--- config.mk ---
export PLATFORM = sky130hd
export DESIGN_NAME = lmul_unit
export DESIGN_NICKNAME = d
export VERILOG_FILES = /design/src/rtl/lmul_unit.sv
export SDC_FILE = /design/constraint.sdc
export NUM_CORES = 1
export LEC_CHECK = 0
export ABC_AREA = 1
export CAP_MARGIN = 15
export CORE_ASPECT_RATIO = 1.25
export CORE_UTILIZATION = 50
export CTS_BUF_LIST = sky130_fd_sc_hd__clkbuf_8
export CTS_CLUSTER_SIZE = 30
export DETAILED_ROUTE_END_ITERATION = 16
export PLACE_DENSITY = 0.77
export RECOVER_POWER = 25
export SYNTH_ARGS = -nofsm -noshare
export SYNTH_HDL_FRONTEND = slang
export SYNTH_SLANG_ARGS = --single-unit
--- constraint.sdc ---
create_clock -name clk -period 4.42 [get_ports clk]
set_input_delay 0.884 -clock clk [delete_from_list [all_inputs] [get_ports clk]]
set_output_delay 0.884 -clock clk [all_outputs]
set_load 0.005 [all_outputs]
--- src/rtl/lmul_unit.sv ---
// lmul_unit: iterative 32x32->64 shift-add multiplier for the UMULL/SMULL path.
// A request is accepted in IDLE, magnitudes are multiplied one multiplier bit
// per cycle, the sign is applied in a single FIX cycle, and the product is
// presented with a one-cycle done pulse and held until the next request.
module lmul_unit (
  input  logic        clk,
  input  logic        reset,
  input  logic        start,
  input  logic        is_signed,
  input  logic [31:0] a,
  input  logic [31:0] b,
  output logic        busy,
  output logic        done,
  output logic [31:0] result_lo,
  output logic [31:0] result_hi,
  output logic        n_flag,
  output logic        z_flag
);

  typedef enum logic [1:0] {IDLE, CALC, FIX, DONE} state_t;

  state_t      state;
  logic [31:0] mcand;
  logic [31:0] mplier;
  logic [63:0] acc;
  logic [63:0] acc_fix;
  logic [4:0]  cnt;
  logic        sign;

  // Magnitude of an operand; 0x80000000 maps onto itself, which as an
  // unsigned value is exactly 2^31, so no extra bit is needed.
  function automatic logic [31:0] mag32(input logic signed [31:0] v, input logic sgn);
    logic signed [31:0] neg;
    neg = -v;
    return (sgn && v[31]) ? 32'(neg) : 32'(v);
  endfunction

  // 64-bit two's-complement negation used when the product sign is negative.
  function automatic logic [63:0] neg64(input logic signed [63:0] v);
    logic signed [63:0] neg;
    neg = -v;
    return 64'(neg);
  endfunction

  // Signed-corrected accumulator value committed during FIX.
  always_comb begin
    acc_fix = acc;
    if (sign) acc_fix = neg64(acc);
  end

  assign result_lo = acc[31:0];
  assign result_hi = acc[63:32];

  // Control FSM with the shift-add datapath and registered status outputs.
  always_ff @(posedge clk) begin
    if (reset) begin
      state  <= IDLE;
      busy   <= 1'b0;
      done   <= 1'b0;
      n_flag <= 1'b0;
      z_flag <= 1'b0;
      acc    <= 64'd0;
      cnt    <= 5'd0;
      sign   <= 1'b0;
      mcand  <= 32'd0;
      mplier <= 32'd0;
    end else begin
      case (state)
        IDLE: begin
          done <= 1'b0;
          if (start) begin
            mcand  <= mag32(a, is_signed);
            mplier <= mag32(b, is_signed);
            sign   <= is_signed & (a[31] ^ b[31]);
            acc    <= 64'd0;
            cnt    <= 5'd0;
            busy   <= 1'b1;
            state  <= CALC;
          end
        end
        CALC: begin
          if (mplier[cnt]) acc <= acc + ({32'd0, mcand} << cnt);
          cnt <= cnt + 5'd1;
          if (cnt == 5'd31) state <= FIX;
        end
        FIX: begin
          acc    <= acc_fix;
          n_flag <= acc_fix[63];
          z_flag <= (acc_fix == 64'd0);
          busy   <= 1'b0;
          done   <= 1'b1;
          state  <= DONE;
        end
        DONE: begin
          done  <= 1'b0;
          state <= IDLE;
        end
        default: begin
          busy  <= 1'b0;
          done  <= 1'b0;
          state <= IDLE;
        end
      endcase
    end
  end

endmodule

-- Word-level counts from Yosys, hierarchy flattened
Index checks and enable logic that the tools add are counted.
Widths: inputs -> output; s select.
- word-level logic and storage cells: 56
- output and inout bits: 68
- register bits: 140
- input bits: 68
- reduce and logical (&&, ||, !) cells: 14
- add/subtract/negate cells: 5
- shifts and indexed selects: 1
- $lt $le $gt $ge: 1
- bitwise gates (word level): 2
- muxes and demuxes: 16
- equality and inequality tests: 7
- operators with widths (cell ; count):
    $mux 64 ; 3
    $pmux 64 s3 ; 1
    $add 64x64->64 ; 1
    $logic_not 64->1 ; 1
    $mux 32 ; 2
    $neg 32->32 ; 2
    $neg 64->64 ; 1
    $shl 32x5->64 ; 1
    $pmux 5 s2 ; 1
    $pmux 2 s4 ; 1
    $reduce_and 2->1 ; 4
    $lt 5x6->1 const B ; 1
    $ne 2x2->1 const B ; 3
    $reduce_bool 2->1 ; 3
    $add 5x1->5 const B ; 1
    $bmux 1 s5 ; 1
    $eq 5x5->1 const B ; 1
    $mux 5 ; 1
    $eq 2x2->1 const B ; 2
    $mux 2 ; 2
    $pmux 1 s2 ; 2
    $reduce_and 3->1 ; 1
    $reduce_bool 3->1 ; 1
    $eq 2x1->1 const B ; 1
    6 further kinds ; 8

-- Logic depth before layout (Yosys ltp)
- depth after elaboration: 4
- depth in mapped cells: 29
- depth with buffers taken out: 27

-- Worst setup path after synthesis
Ideal clock, no wire load.
- path type: register to register
- from: reg cnt[1]
- to: reg acc[61]
- period minus slack after synthesis: 3172 ps
- data required time: 4288 ps
- path slack: 1248 ps
- setup time: 132 ps
- arrival: 3040 ps
- buffers on the path: 3
- cell stages (with the launch flop): 27
- path through: dfxtp_1 buf_2 buf_4 clkbuf_1 nand3_1 o21ai_0 nor2_1 a31oi_1 nand2_1 o21ai_0 mux2i_1 ha_1 nand2_1 nor2_1 inv_1 nor2_1 inv_1 nor3_1 nand2_1 nand2_1 nand3_1 nand2_1 nand2_1 nand3_1 nand2_1 nand2_1 a21oi_1
- word-level cells in the longest chain between the ends: 4
- elaborated cells between the ends (all ways): 8
- those cells by class: add/sub (1); eq/ne (1); shift (1); mux (4); reduce/logical (1)
- RTL lines (element ; line ; RTL):
    start, declared ; 27 ; logic [4:0] cnt;
    start signal, assigned ; 83 ; cnt <= cnt + 5'd1;
    $shl 32x5->64 / $bmux 1 s5 (equally long branches) ; 82 ; if (mplier[cnt]) acc <= acc + ({32'd0, mcand} << cnt);
    $add 64x64->64 / $mux 1 (equally long branches) ; 82 ;
    $mux 64 / $ne 2x2->1 (equally long branches) ; n/a ;
    $pmux 64 s3 / $reduce_and 3->1 (equally long branches) ; n/a ;
    end signal, assigned ; 82 ;
    end signal, assigned ; 87 ; acc <= acc_fix;
    end, declared ; 25 ; logic [63:0] acc;
Parallel ways exist; a longest one is shown, timed or not. The select of a mux whose other input is x is not followed.
A chain may end at the register's enable or synchronous reset.

-- Worst setup path in the final report
- from: reg cnt[1]
- to: reg acc[62]
The elaborated chain is that of the path after synthesis.

==> impl_metrics.ini <==
[logic_synthesis]
avgSynthCellArea_um2 = 5.382
synth_simple_gate_area_share_pct = 42.43
synth_compound_area_share_pct = 19.76
async_reset_ff_share_pct = 0
synthCells = 3125
synth_top_family_by_area = simple AND/OR/NAND/NOR gates
muxShareOfSynthArea_pct = 1.845
synth-edff-count = 0
synth.distinct_cells = 52
ys.flop_type = dfxtp_1
synth_seq_cells = 140
synth.yosys.seq_area_share_pct = 16.67
syn_nets = 3267
netlist_area_mm2 = 0.01682
synthXorXnorAreaFrac_pct = 2.969
yosysWarningCount = 0
synth_adder_area_share_pct = 5.550

[global_routing]
grt_pass1_wl_mm = 110.2
antenna_found_initial = 0
grt_use_total_pct = 41.65
grt.overflow.total = 0
grt_pass1_vias = 19810
grt_max_degree = 100

[route]
drtIter0Drc = 2735
vias = 21290
wl_per_cell_um = 19.94
drt_first_pass_iters = 12
drtAntennaViolNets = 0
routed_wl_mm = 72.35
drc = 5
via_per_inst = 5.867

[worst_setup_path]
cp-start-kind = flop
path_class = flop to flop
crit_arrival_ps = 4540
crit_fanout = 46
critPathRequiredTime_ps = 4790
end_kind = flop

[clocking]
cts-root-buf = clkbuf_8
clkLatencyLatePin_ps = 530
tritoncts = built
cts_sinks = 140
path_clk_slew_ps = 100
cts_htree_levels = 4
clock_path_buffers = 2
cts_buffers = 17
cts_hold_buffers = 0

[final_layout]
multi_input_area_mm2 = 0.01221
layoutNonFillerInstCount = 3629
final_cell_mix = nand2_1 (995), nor2_1 (428), inv_1 (337)
nFillCells = 3349
fin_util_pct = 57.30
regArea_mm2 = 0.002805
area_growth_pct = 11.99
drive_above_1_share_pct = 3.737
antenna_cells = 0
final_common_cell = nand2_1
nets = 3341

[sta]
skew_ps = 23.16
max_freq_ghz = 0.2398
relSlewSlack_pct = -16.88
setup_viol = 0
fin_ws_ps = 249.4
hold_viol_final = 0
period_share_pct = 94.36
period_needed_ps = 4171
tightest_slew_ps = 1753
hold_ws_ps = 471.6
drv_slew = 145

[pwr]
leakagePower_uw = 0.009001
switching_share_pct = 55.22
power_switching_uw = 4031
power.total_uw = 7300
p_clk_share_pct = 15.1
seqPwrFrac_pct = 23.2
peakVddDrop_uv = 370.4
combinationalPowerShare_pct = 61.7
p_int_uw = 3269
p_per_area_mw_per_mm2 = 387.6

[worst_hold_path]
hp-class = flop to flop

[floorplanning]
die_area_mm2 = 0.03438
dieHeight_um = 207.0
start_util_pct = 51.16
core_area_mm2 = 0.03287
die_x_um = 166.0
io_pins = 136
num_rows = 74

[status]
status = finished, violations left
failed_checks = DRC, capacitance limit, slew limit

[placement]
preCtsSetupSlack_ps = 310.7
io_buffer_count = 135
gp_congestion = 1.098
dp_hpwl_mm = 58.11
place_inst = 3598

[job]
cap_violations = 2
==> worst paths after layout <==
path	from	slack [ps]	cells after the start	end
max	cnt[1]$_SDFFE_PP0P_	250	22	acc[62]$_SDFFE_PP0P_
min	z_flag$_SDFFE_PP0P_	470	2	z_flag$_SDFFE_PP0P_
max reg2reg	cnt[1]$_SDFFE_PP0P_	250	22	acc[62]$_SDFFE_PP0P_
min reg2reg	z_flag$_SDFFE_PP0P_	470	2	z_flag$_SDFFE_PP0P_
==> cell type report <==
cell class | instances | share of cell area (%)
inverters | 345 | 6.903
flip-flops and latches | 140 | 14.89
multi-input cells | 2527 | 64.85
clock inverters | 14 | 0.7839
clock buffers | 17 | 1.242
repair buffers | 168 | 8.550
well taps | 418 | 2.777
==> routing by layer <==
layer / up-vias / GRT usage, % / share of wire, % / routed length [um]
met5: - / 0 / 0 / 0
met3: 250 / 5.942 / 8.6 / 6209
met4: 0 / 28.62 / 7.3 / 5310
li1: 10270 / - / - / -
met1: 9524 / 48.24 / 38 / 27360
met2: 1245 / 70.90 / 46 / 33470
==> cells in the mapped netlist (all sizes together) (17+ instances only) <==
cell	count	area share [%]
a21oi	250	7.4
buf	46	1.6
clkbuf	67	1.5
dfxtp	140	17
ha	73	5.4
inv	341	7.6
mux2i	31	1.8
nand2	1004	23
nand3	168	5.1
nand3b	18	0.80
nand4	27	1.0
nor2	446	10
nor3	50	1.6
o21ai	306	9.2
xnor2	17	0.89
xor2	40	2.1
==> worst max-delay path, cell delays in order, from the launching register on <==
cell,delay [ps]
dfxtp_1,390
buf_6,310
nand3_1,110
o21ai_0,120
nor2_1,70
a31oi_1,320
nand2_1,80
o21ai_0,160
nor2_1,170
ha_1,380
nand2_1,130
nor2_1,200
nand2_1,130
o21ai_0,520
nand2_1,100
nand2_1,240
nand2_1,180
nand2_1,100
nand2_1,50
nand3_1,60
nand2_1,50
nand2_1,60
a21oi_1,60
==> power by group through the flow <==
stage	Sequential (uW)	Combinational, uW	Clock (uW)
2_1_floorplan	1620	3050	0
3_3_place_gp	1700	4280	0
3_5_place_dp	1710	4350	0
4_1_cts	1680	4370	1090
5_1_grt	1710	4890	1150
6_report	1690	4510	1100
==> logic make-up (layout without fill, tap and decap cells) <==
group                      count (synthesis)  in the layout
and+or+nand+nor                         1739           1739
AOI/OAI and AO/OA                        626            626
buffers and inverters                    458            544
DFF                                      140            140
adders and majority gates                 74             74
xor gates and xnor gates                  57             57
muxes                                     31             31
==> flip-flops by register name, summed over array words and instances, names as in the netlist <==
signal and count:
mcand 32, done 1, state 2, n_flag 1, acc 64, z_flag 1, sign 1, mplier 32
cnt 5, busy 1
==> what timing repair did <==
item | CTS | global route
setup endpoints to repair | 0 | 40
setup buffers | 0 | 0
gates resized for setup | 0 | 14
==> per-stage QoR <==
| stage | area [um2] | setup TNS [ps] |
|---|---|---|
| 2_1_floorplan | 16820 | 0 |
| 3_3_place_gp | 18440 | 0 |
| 3_5_place_dp | 18440 | 0 |
| 4_1_cts | 18820 | 0 |
| 5_1_grt | 18830 | -31.83 |
| 6_report | 18830 | 0 |
(Power assumes the default switching activity.)
